<file path="src/rtl/regfile_pkg.sv">
// Shared types and helpers for the multi-port register file.
// Holds the FSM state encoding and the write-port priority picker.
package regfile_pkg;

    typedef enum logic {RF_CLEAR, RF_READY} rf_state_e;

    localparam int RF_XLEN  = 32;
    localparam int RF_DEPTH = 32;
    localparam int PRIO_W   = 32;

    // Highest set bit index of m, or -1 when no bit is set.
    function automatic int prio_match(input logic [PRIO_W-1:0] m);
        int idx;
        logic [PRIO_W-1:0] v;
        idx = -1;
        v   = m;
        for (int i = 0; i < PRIO_W; i++) begin
            if (v[0]) idx = i;
            v = v >> 1;
        end
        return idx;
    endfunction

endpackage

</file>
<file path="src/rtl/regfile_mp_scoreboard.sv">
// Per-register busy bits for issue stalls.
// A new producer (set) beats a retiring one (clear) on the same register.
module rf_scoreboard
    import regfile_pkg::*;
#(
    parameter int DEPTH   = RF_DEPTH,
    parameter int NR      = 2,
    parameter int NW      = 1,
    parameter int BYPASS  = 1,
    parameter int ZERO_R0 = 1,
    localparam int AW     = $clog2(DEPTH)
) (
    input  logic             i_clk,
    input  logic             i_clr_all,
    input  logic             i_en,
    input  logic [NW-1:0]    i_wren,
    input  logic [NW*AW-1:0] i_waddr,
    input  logic             i_sb_set,
    input  logic [AW-1:0]    i_sb_addr,
    input  logic [NR*AW-1:0] i_rs_addr,
    output logic [NR-1:0]    o_rs_busy
);

    logic [DEPTH-1:0] busy_q;
    logic [DEPTH-1:0] busy_d;
    logic [AW-1:0]    waddr [NW];
    logic [AW-1:0]    raddr [NR];

    for (genvar k = 0; k < NW; k++) begin : g_wa
        assign waddr[k] = i_waddr[k*AW +: AW];
    end

    // Next busy vector: bulk clear, then retire, then new producer.
    always_comb begin
        busy_d = busy_q;
        if (i_clr_all) begin
            busy_d = '0;
        end else if (i_en) begin
            for (int k = 0; k < NW; k++) begin
                if (i_wren[k]) busy_d[waddr[k]] = 1'b0;
            end
            if (i_sb_set) busy_d[i_sb_addr] = 1'b1;
        end
        if (ZERO_R0 != 0) busy_d[0] = 1'b0;
    end

    // Busy state register; the bulk clear carries the reset.
    always_ff @(posedge i_clk) begin
        busy_q <= busy_d;
    end

    for (genvar j = 0; j < NR; j++) begin : g_rd
        logic [NW-1:0] hit;
        assign raddr[j] = i_rs_addr[j*AW +: AW];
        for (genvar k = 0; k < NW; k++) begin : g_hit
            assign hit[k] = i_wren[k] && (waddr[k] == raddr[j]);
        end
        assign o_rs_busy[j] = i_en && busy_q[raddr[j]] &&
                              !((BYPASS != 0) && (|hit));
    end

endmodule

</file>
<file path="src/rtl/regfile_mp.sv">
// Parametrised multi-port register file with bypass, busy scoreboard
// and a one-entry-per-cycle clear engine instead of a wide reset.
module regfile_mp
    import regfile_pkg::*;
#(
    parameter int XLEN    = RF_XLEN,
    parameter int DEPTH   = RF_DEPTH,
    parameter int NR      = 2,
    parameter int NW      = 1,
    parameter int BYPASS  = 1,
    parameter int ZERO_R0 = 1,
    localparam int AW     = $clog2(DEPTH)
) (
    input  logic               i_clk,
    input  logic               i_rst,
    input  logic               i_clr,
    output logic               o_ready,
    input  logic [NW-1:0]      i_rd_wren,
    input  logic [NW*AW-1:0]   i_rd_addr,
    input  logic [NW*XLEN-1:0] i_rd_data,
    input  logic [NR*AW-1:0]   i_rs_addr,
    output logic [NR*XLEN-1:0] o_rs_data,
    output logic [NR-1:0]      o_rs_busy,
    input  logic               i_sb_set,
    input  logic [AW-1:0]      i_sb_addr
);

    rf_state_e         state_q;
    logic [AW-1:0]     ptr_q;
    logic              ready_q;
    logic [XLEN-1:0]   mem_q [DEPTH];

    logic [AW-1:0]     waddr [NW];
    logic [XLEN-1:0]   wdata [NW];
    logic [NW-1:0]     wr_ok;
    logic [AW-1:0]     raddr [NR];

    assign o_ready = ready_q;

    // Writes to x0 are dropped when it is hard-wired.
    for (genvar k = 0; k < NW; k++) begin : g_wp
        assign waddr[k] = i_rd_addr[k*AW +: AW];
        assign wdata[k] = i_rd_data[k*XLEN +: XLEN];
        assign wr_ok[k] = i_rd_wren[k] &&
                          !((ZERO_R0 != 0) && (waddr[k] == '0));
    end

    // Clear engine FSM: walk ptr over the array, then serve traffic.
    always_ff @(posedge i_clk) begin
        if (i_rst) begin
            state_q <= RF_CLEAR;
            ptr_q   <= '0;
            ready_q <= 1'b0;
        end else begin
            unique case (state_q)
                RF_CLEAR: begin
                    ptr_q <= ptr_q + 1'b1;
                    if (ptr_q == AW'(DEPTH - 1)) begin
                        state_q <= RF_READY;
                        ready_q <= 1'b1;
                    end
                end
                RF_READY: begin
                    if (i_clr) begin
                        state_q <= RF_CLEAR;
                        ptr_q   <= '0;
                        ready_q <= 1'b0;
                    end
                end
                default: begin
                    state_q <= RF_CLEAR;
                    ptr_q   <= '0;
                    ready_q <= 1'b0;
                end
            endcase
        end
    end

    // Array update: zero one entry while clearing, else port writes
    // in ascending order so the highest port index wins.
    always_ff @(posedge i_clk) begin
        if (!i_rst) begin
            if (state_q == RF_CLEAR) begin
                mem_q[ptr_q] <= '0;
            end else begin
                for (int k = 0; k < NW; k++) begin
                    if (wr_ok[k]) mem_q[waddr[k]] <= wdata[k];
                end
            end
        end
    end

    for (genvar j = 0; j < NR; j++) begin : g_rp
        logic [NW-1:0]   hit;
        logic [XLEN-1:0] rd;
        int              sel;

        assign raddr[j] = i_rs_addr[j*AW +: AW];
        for (genvar k = 0; k < NW; k++) begin : g_hit
            assign hit[k] = wr_ok[k] && (waddr[k] == raddr[j]);
        end

        // Read mux: x0, then bypass from the highest matching port.
        always_comb begin
            sel = prio_match(PRIO_W'(hit));
            rd  = '0;
            if (!ready_q) begin
                rd = '0;
            end else if ((ZERO_R0 != 0) && (raddr[j] == '0)) begin
                rd = '0;
            end else begin
                rd = mem_q[raddr[j]];
                if (BYPASS != 0) begin
                    for (int k = 0; k < NW; k++) begin
                        if (sel == k) rd = wdata[k];
                    end
                end
            end
        end

        assign o_rs_data[j*XLEN +: XLEN] = rd;
    end

    rf_scoreboard #(
        .DEPTH   (DEPTH),
        .NR      (NR),
        .NW      (NW),
        .BYPASS  (BYPASS),
        .ZERO_R0 (ZERO_R0)
    ) u_sb (
        .i_clk     (i_clk),
        .i_clr_all (i_rst || !ready_q || i_clr),
        .i_en      (ready_q),
        .i_wren    (i_rd_wren),
        .i_waddr   (i_rd_addr),
        .i_sb_set  (i_sb_set),
        .i_sb_addr (i_sb_addr),
        .i_rs_addr (i_rs_addr),
        .o_rs_busy (o_rs_busy)
    );

endmodule
</file>
<file path="config.mk">
export PLATFORM = sky130hd
export DESIGN_NAME = regfile_mp
export DESIGN_NICKNAME = d
export VERILOG_FILES = /design/src/rtl/regfile_pkg.sv /design/src/rtl/regfile_mp_scoreboard.sv /design/src/rtl/regfile_mp.sv
export SDC_FILE = /design/constraint.sdc
export NUM_CORES = 1
export LEC_CHECK = 0
export BUFFER_PORTS_ARGS = -buffer_cell sky130_fd_sc_hd__buf_4
export CAP_MARGIN = 25
export CORE_AREA = 3 3 308 310
export CTS_BUF_LIST = sky130_fd_sc_hd__clkbuf_4
export DETAILED_ROUTE_END_ITERATION = 8
export DIE_AREA = 0 0 311 313
export PLACE_DENSITY_LB_ADDON = 0.2
export SYNTH_ARGS = -nofsm -noshare
export SYNTH_HDL_FRONTEND = slang
export SYNTH_SLANG_ARGS = --single-unit
export TNS_END_PERCENT = 20
</file>
<file path="constraint.sdc">
create_clock -name i_clk -period 8.4 [get_ports i_clk]
set_input_delay 0.84 -clock i_clk [delete_from_list [all_inputs] [get_ports i_clk]]
set_output_delay 0.84 -clock i_clk [all_outputs]
set_load 0.01 [all_outputs]
</file>
Word-level counts from Yosys, hierarchy flattened

Memories as Yosys holds them, arrays and structs flattened.
Cells that the tools add are included.

$add $sub $neg: 1
Magnitude comparators: 6
Equal/unequal tests: 5
Muxes and demuxes: 38
Bitwise operators: 4
Reductions and logical operators: 24

Operator list:

| kind                                                                  | number |
|---|---|
| 32-bit 2-to-1 mux                                                     | 13 |
| 32-bit zero test                                                      | 2 |
| 32-bit bitwise AND                                                    | 1 |
| 32-bit inverter                                                       | 1 |
| 32-bit OR                                                             | 1 |
| 32-bit OR reduction                                                   | 1 |
| 5-bit by 6-bit < comparator with 1-bit output, second input constant  | 4 |
| 1-bit 2-to-1 mux                                                      | 16 |
| 5-bit zero test                                                       | 3 |
| 1-bit logical AND                                                     | 11 |
| 1-bit binary-select mux with 5-bit select                             | 2 |
| 1-bit demux with 5-bit select                                         | 2 |
| 5-bit equality test                                                   | 2 |
| 5-bit by 1-bit >= comparator with 1-bit output, second input constant | 2 |
| 5-bit 2-to-1 mux                                                      | 2 |
| 5-bit one-hot mux with 2 select lines                                 | 1 |
| 5-bit by 1-bit adder with 5-bit output, second input constant         | 1 |
| 5-bit equality test, second input constant                            | 1 |
| 1-bit zero test                                                       | 4 |
| 2-bit != test, second input constant                                  | 2 |
| 1-bit one-hot mux with 2 select lines                                 | 2 |
| 1-bit logical OR                                                      | 2 |
| 2-bit AND reduction                                                   | 1 |
| 1-bit inverter                                                        | 1 |

Register bits after elaboration: 38
RAM bits: 1024
Output and inout port bits: 67
Logic and storage cells: 83
Memories: 1

Memories:

| memory | words | bits a word | rd ports | clocked after Yosys merged registers in | write ports | line             | RTL |
|---|---|---|---|---|---|---|---|
| mem_q  | 32    | 32          | 2        | 0                                       | 1           | regfile_mp.sv:31 | `logic [XLEN-1:0] mem_q [DEPTH];` |

Logic depth before layout (Yosys ltp)

Gate-level depths: netlist of run 1.

Depth after elaboration: 11
Depth in mapped cells: 8
Gate-level depth less buffers: 5

Cells and area by module

A second synthesis of run 1 with hierarchy kept.

Cell total of the unflattened synthesis: 2832
Area, all modules: 50957.6 um^2

By module, submodules not included:

| module        | instances | cells each | area an instance (um^2) | seq. area each (um^2) |
|---|---|---|---|---|
| regfile_mp    | 1         | 2595       | 48949.4                 | 30889.6 |
| rf_scoreboard | 1         | 237        | 2008.2                  | 620.6 |

Worst setup path before layout of run 1

Ideal clock, no wire load.

Path kind: in2reg
From: input port i_rd_addr[0]
To: memory mem_q[20][0] (netlist name), enable pin
Setup time: 421 ps
Data arrival time: 3458 ps
Required time: 7979 ps
Path slack: 4521 ps
Cell stages on the path: 6
Buffers on the path: 2
Cells stage by stage: buf_2 -> nor2_1 -> a211oi_2 -> buf_2 -> mux2_2 -> nor2_1

Word-level cells in the longest chain between the ends: 9
Elaborated cells on any way between the ends: 10
Those cells by class: mux: 6; reduce/logical: 4

RTL lines:

| what                                                                  | line             | RTL |
|---|---|---|
| from (decl)                                                           | regfile_mp.sv:19 | `input logic [NW*AW-1:0] i_rd_addr,` |
| 5-bit zero test                                                       | regfile_mp.sv:45 | `!((ZERO_R0 != 0) && (waddr[k] == '0));` |
| 1-bit zero test                                                       | regfile_mp.sv:45 |  |
| 1-bit logical AND                                                     | regfile_mp.sv:44 | `assign wr_ok[k] = i_rd_wren[k] &&` |
| 1-bit 2-to-1 mux                                                      | regfile_mp.sv:87 | `if (wr_ok[k]) mem_q[waddr[k]] <= wdata[k];` |
| 1-bit 2-to-1 mux                                                      | regfile_mp.sv:83 | `if (state_q == RF_CLEAR) begin` |
| 1-bit 2-to-1 mux                                                      | regfile_mp.sv:82 | `if (!i_rst) begin` |
| 1-bit 2-to-1 mux (implied by the code)                                | regfile_mp.sv:87 |  |
| 32-bit OR reduction (no source line)                                  | -                |  |
| 5-bit 2-to-1 mux (no source line) or 1-bit 2-to-1 mux (tied branches) | -                |  |
| to (decl)                                                             | regfile_mp.sv:31 |  |

Several ways; a longest one is shown, not always the timed one.

Worst setup path after layout of run 1

From: input port i_rs_addr[4]
To: output port o_rs_data[26]

Word-level cells in the longest chain between the ends: 7
Elaborated cells on any way between the ends: 9
Those cells by class: eq/ne: 1; mux: 4; reduce/logical: 3; memory: 1

RTL lines:

| what                | line              | RTL |
|---|---|---|
| from (decl)         | regfile_mp.sv:21  | `input logic [NR*AW-1:0] i_rs_addr,` |
| 5-bit equality test | regfile_mp.sv:100 | `assign hit[k] = wr_ok[k] && (waddr[k] == raddr[j]);` |
| 1-bit logical AND   | regfile_mp.sv:100 |  |
| 32-bit 2-to-1 mux   | regfile_pkg.sv:18 | `if (v[0]) idx = i;` |
| 32-bit zero test    | regfile_mp.sv:115 | `if (sel == k) rd = wdata[k];` |
| 32-bit 2-to-1 mux   | regfile_mp.sv:115 |  |
| 32-bit 2-to-1 mux * | regfile_mp.sv:109 | `end else if ((ZERO_R0 != 0) && (raddr[j] == '0)) begin` |
| 32-bit 2-to-1 mux * | regfile_mp.sv:107 | `if (!ready_q) begin` |
| to (decl)           | regfile_mp.sv:22  | `output logic [NR*XLEN-1:0] o_rs_data,` |

Every way passes the cells marked *; elsewhere a longest branch is shown, timed or not.

==> impl_results.md, run 1 <==
- Outcome: completed
- Die Ht: 313 um
- DRC errors left: 0
- Post-layout minimum cycle time: 4.92 ns
- Reg-to-reg slack, setup: 4.22 ns
- RSZ-0062 raised after global routing: false
- Post-Syn Nets: 2773
- Slew @ Worst Pin: roughly 1.2 ns
- Mapped Avg Cell Area: 18.7 um^2
- Clock Path Buffers: 4
- Worst setup SP type: input pin
- Post-synthesis async set-or-reset flop share: 0
- Clock skew: about 0.084 ns
- Critical path class: input pin to primary output
- Antenna violations before repair: 8
- Resize count post-CTS: 0
- Clock transition at path regs: approximately 0.06 ns
- Hpwl dp: approximately 83000 um
- Final Net Count: 3041
- Synth Cell Area: 50800 um^2
- RePlAce Congestion: 0.848
- Final ANT Viol Nets: 0
- FMAX: 203 MHz
- Arr. time, crit path: ~4 ns
- WL final: about 150000 um
- Area delta synth->final: 11.5%
- Pin count of the biggest net entering global routing: between 100 and 150
- Leak: 0.0169 uW
- Die area: a little under 100000 um^2
- Final Cycle Share: 0.586
- Seq/Total Area, Yosys: 0.621
- Max Cap Viol: 0
- Clock sinks: 1062
- Number of synthesized flops with an enable pin: 1024
- Final hold vios: 0
- Warning count from the yosys run: 0
- Vias per cell: 7.05
- Hold Path Class: input pin to register
- Worst flop-to-flop path startpoint: state_q
- Final Max Slew Viols: 0
- Buffers added on ports: 123
- Hold_sp: i_sb_addr[2]
- Synth Flop Type: edfxtp_1
- DRT iter0 DRCs: 4187
- DRT Pass-1 Iters: 6
- Worst setup path start: i_rs_addr[4]
- Final setup TNS: 0 ns
- Layout cells sized above 1: 0.397
- Slew HR: 0.196
- Total number of vias: 31035
- CTS tree: built
- Routed wire length per instance: 34.5 um
- First-pass GRT wire length: between 200000 and 250000 um
- Crit. End Element: primary output
- Vias in the first global route: 32121
- Synth Instances: 2714
- Final setup fails: 0
- Critical Path RT: around 7.6 ns
- GRT Total Usage: 0.316
- Fin util: 0.616
- Root Driver: clkbuf_4
- TritonCTS buffer count: approximately 290
- Congestion Overflow GR: 0
- Core Area: 91900 um^2
- Clock H-tree levels: 5
- Die Wd: slightly above 300 um
- Fillers: 6710
- Worst-Skew Late Latency: 1.17 ns
- Critical path fanouts, max: 42
- Power per cell area: 192 nW/um^2
- Max VDD drop: about 0.00013 V
- Rows: around 110
- Initial Utilization: 0.552
- Flops & latches, synth: between 1000 and 1500
- Post-synth cell types: 53
- IO Pins: roughly 120
## Yosys cell counts, types with 2 or more instances
cell      count  share of area
a211o_1       6         0.0010
a21oi_1      44         0.0043
a22oi_1      37         0.0055
a31oi_1       4        0.00049
a32oi_1      57         0.0098
and2_1       32         0.0039
and3_1        2        0.00025
buf_1        17         0.0013
buf_2        69         0.0068
buf_4        26         0.0038
buf_6         8         0.0018
clkbuf_1    102         0.0075
dfxtp_1      38          0.015
edfxtp_1   1024           0.61
ha_1          2        0.00049
inv_1         3        0.00022
mux2_2       62          0.014
mux2i_1     182          0.036
mux4_2      528           0.23
nand2_1     183          0.014
nand2b_1      8        0.00099
nand3_1      15         0.0015
nand3b_1      5        0.00074
nand4_1      10         0.0012
nor2_1       49         0.0036
nor2b_1      13         0.0016
nor3_1       10        0.00099
nor3b_1       4        0.00059
nor4_1        2        0.00025
nor4_2        2        0.00049
nor4b_1       2        0.00035
o211ai_1     61         0.0090
o21ai_0      37         0.0036
o21ai_1      34         0.0034
o221ai_1      5        0.00086
o311a_1       2        0.00039
o31a_1        2        0.00035
or2_2         2        0.00025
or3_1         2        0.00025
xnor2_1      10         0.0017
## critical path, stage by stage
cell      delay (ns)
buf_6           0.36
buf_4           0.81
buf_4           0.76
mux2_2          0.41
o211ai_1        0.20
nand3_1         0.34
buf_4           0.27
## sequential cells by signal, indices dropped and copies added (netlist names)
register,cells
o_ready,1
ptr_q,5
state_q,1
mem_q,1024
u_sb.busy_q,31
## power breakdown
group          switching [uW]  total (uW)  leakage, uW  internal, uW
Combinational             396         700      0.00647           304
Clock                    2070        4390      0.00201          2320
Sequential               16.4        5770      0.00842          5750
## stage by stage
step           std cells  hold slack (ns)  power (uW)  worst slack (ns)  instance area (um^2)
2_1_floorplan       2714            0.460        6370              4.52                 50800
3_3_place_gp        3921            0.470        6570              3.60                 53100
3_5_place_dp        3924            0.481        6570              3.61                 53100
4_1_cts             4388           0.0384       10900              3.61                 56500
5_1_grt             4399           0.0994       11300              3.49                 56600
6_report            4401            0.160       10900              3.48                 56600
## cells by family after synthesis
logic type      count (synthesis)  share of synthesized area
flops                        1062                      0.621
mux                           772                      0.284
simple gates                  348                     0.0318
compound gates                294                     0.0397
buf+inv                       226                     0.0215
xor+xnor                       10                    0.00173
fa+ha+maj                       2                   0.000493
## placed cells by master, fill, tap and decap left out, drive strengths merged, types with 3 or more instances in the layout
cell type,n
a211o,6
a21oi,44
a22oi,37
a31oi,4
a32oi,57
and2,33
buf,191
bufinv,4
clkbuf,406
clkinv,48
dfxtp,38
diode,9
dlygate4sd3,6
edfxtp,1024
inv,6
mux2,62
mux2i,182
mux4,528
nand2,183
nand2b,8
nand3,15
nand3b,5
nand4,10
nor2,49
nor2b,13
nor3,11
nor3b,4
nor4,4
o211ai,61
o21ai,71
o221ai,5
or2,3
xnor2,10
## worst paths after layout
kind | endpoint | depth (start not counted)
worst min register to register | u_sb.busy_q[16] | 2
worst max register to register | mem_q[28][13] | 6
worst min-delay path | u_sb.busy_q[16] | 4
worst max-delay path | o_rs_data[26] | 7
## final cells by class
class	count	area [um^2]	area share
sequential	1062	31500	0.557
multi-input combinational	1426	18500	0.326
tap	1243	1560	0.0275
timing repair buffer	199	1680	0.0296
inverter	4	15.0	0.000265
clock buffer	404	3030	0.0536
clock inverter	54	315	0.00557
antenna	9	22.5	0.000398
## metal layers
layer,share of wire,GRT usage,up-vias
met5,0,0,-
met4,0.036,0.126,0
met3,0.12,0.0860,390
met2,0.48,0.498,2291
met1,0.36,0.425,16111
li1,-,-,12243
## timing repair
item / 4_1_cts / 5_1_grt
hold buffers: 6 / 0
endpoints found under the hold margin: 9 / 0
buffers inserted: 0 / 0
Note: power is estimated with default switching activity, not from simulation.
==> run 2: changes to the inputs <==
clock period = 4.6 ns   (was 8.4 ns; I/O delays follow)
==> impl_results.md, run 2 (synthesized netlist as in run 1, its figures left out) <==
- Outcome: completed
- Commonest non-fill, non-tap cell in the layout: edfxtp_1
- Die Wd: roughly 310 um
- Final Net Count: 3163
- Die area: 97300 um^2
- Power per cell area: 343 nW/um^2
- Layout cells sized above 1: 0.406
- Vias per cell: 6.99
- CP max-delay cell: o31a_2
- Post-CTS Hold Buffers: 37
- TritonCTS buffer count: 293
- Largest regs: mem_q: 1024 flops, u_sb.busy_q: 31 flops, ptr_q: 5 flops
- DRC errors left: 0
- Final Max Slew Viols: 0
- Initial Utilization: 0.552
- Most frequent cells in the layout: 1024 x edfxtp_1, 528 x mux4_2, 415 x clkbuf_4, 197 x buf_4, 183 x nand2_1
- Rows: 111
- Resize count post-CTS: 0
- Fin util: 0.634
- Slew @ Worst Pin: between 1 and 1.5 ns
- Clock transition at path regs: around 0.080 ns
- Clock Path Buffers: 4
- Clock skew: about 0.07 ns
- Setup WS post-layout: 0.393 ns
- Arr. time, crit path: between 3 and 4 ns
- RSZ-0062 raised after global routing: false
- WL final: 156000 um
- Routed wire length per instance: about 34 um
- DRT Pass-1 Iters: 8
- Hpwl dp: 94600 um
- Final setup TNS: 0 ns
- Placement Setup Slack: roughly 1.0 ns
- Die Ht: 313 um
- CTS tree: built
- CP dominant cell by count: buf_4
- IO Pins: 124
- Congestion Overflow GR: 0
- Max Cap Viol: 0
- Worst-Skew Late Latency: approximately 1.2 ns
- Critical Path RT: 4.14 ns
- Fillers: about 6500
- Slew HR: 0.269
- Vias in the first global route: 32832
- Hold Path Class: input pin to register
- Final setup fails: 0
- Worst path bufs/invs: 3
- Max VDD drop: about 0.00038 V
- Root Driver: clkbuf_4
- Critical path class: input pin to primary output
- Area delta synth->final: 14.9%
- Crit. End Element: primary output
- Total number of vias: 31747
- Largest register by flop count: mem_q
- Delay of the slowest critical-path stage: 0.85 ns
- Core Area: approximately 92000 um^2
- Pin count of the biggest net entering global routing: 110
- FMAX: approximately 240 MHz
- Final hold vios: 0
- Critical path fanouts, max: 21
- Antenna violations before repair: 5
- First-pass GRT wire length: 226000 um
- CP delay by family, top: simple AND/OR/NAND/NOR gates
- Leak: 0.0177 uW
- Crit path cell chain: dlygate4sd3_1 > buf_4 > or3_1 > nor3_4 > o31a_2 > nand4_1 > nand3_1 > buf_4
- GRT Total Usage: 0.322
- Max FFs per register: 1024
- Buffers added on ports: approximately 120
- RePlAce Congestion: 0.929
- Clock H-tree levels: 5
- Worst setup SP type: input pin
- Placed cell areas: about 54000 um^2
- Final ANT Viol Nets: 0
- Clock sinks: 1062
- Final Cycle Share: 0.915
- Post-CTS setup buffers: 0
- Post-layout minimum cycle time: 4.21 ns
- DRT iter0 DRCs: 4363
- Post-route cell area: between 50000 and 60000 um^2
## run 2: final cells by class
| type | count | area [um^2] | area share |
|---|---|---|---|
| diodes | 7 | 17.5 | 0.000300 |
| flip-flops and latches | 1062 | 31500 | 0.540 |
| clock buffers | 415 | 3120 | 0.0534 |
| clock inverters | 71 | 335 | 0.00575 |
| repair buffers | 317 | 3320 | 0.0570 |
| multi-input cells | 1426 | 18500 | 0.316 |
| well taps | 1243 | 1560 | 0.0267 |
| inverters | 4 | 15.0 | 0.000257 |
## run 2: where the power goes
part / total [uW] / switching (uW) / internal (uW)
Clock: 8070 / 3830 / 4240
Sequential: 10500 / 30.7 / 10500
Combinational: 1400 / 797 / 605
## run 2: path summary, 6_finish.rpt
check / from / to / slack, ns / cells after the start
hold reg to reg: u_sb.busy_q[12] / u_sb.busy_q[12] / 0.49 / 2
setup / recovery: i_rd_addr[2] / o_rs_data[26] / 0.39 / 8
hold / removal: i_rd_data[14] / mem_q[27][14] / 0.08 / 2
setup reg to reg: state_q / mem_q[17][6] / 1.08 / 6
## run 2: per-stage QoR
step / instances / hold WS [ns] / power (uW)
after global placement: 3966 / 0.469 / 12100
after CTS: 4495 / 0.0768 / 20100
final: 4545 / 0.0753 / 20000
after global routing: 4542 / 0.0453 / 20800
after detailed placement: 3972 / 0.478 / 12100
after floorplan: 2714 / 0.460 / 11600
## run 2: routing by layer
metal,part of all wire,vias up,track usage
met2,0.47,2349,0.491
met1,0.36,16421,0.437
met3,0.13,431,0.0939
li1,-,12546,-
met4,0.043,0,0.145
met5,0,-,0
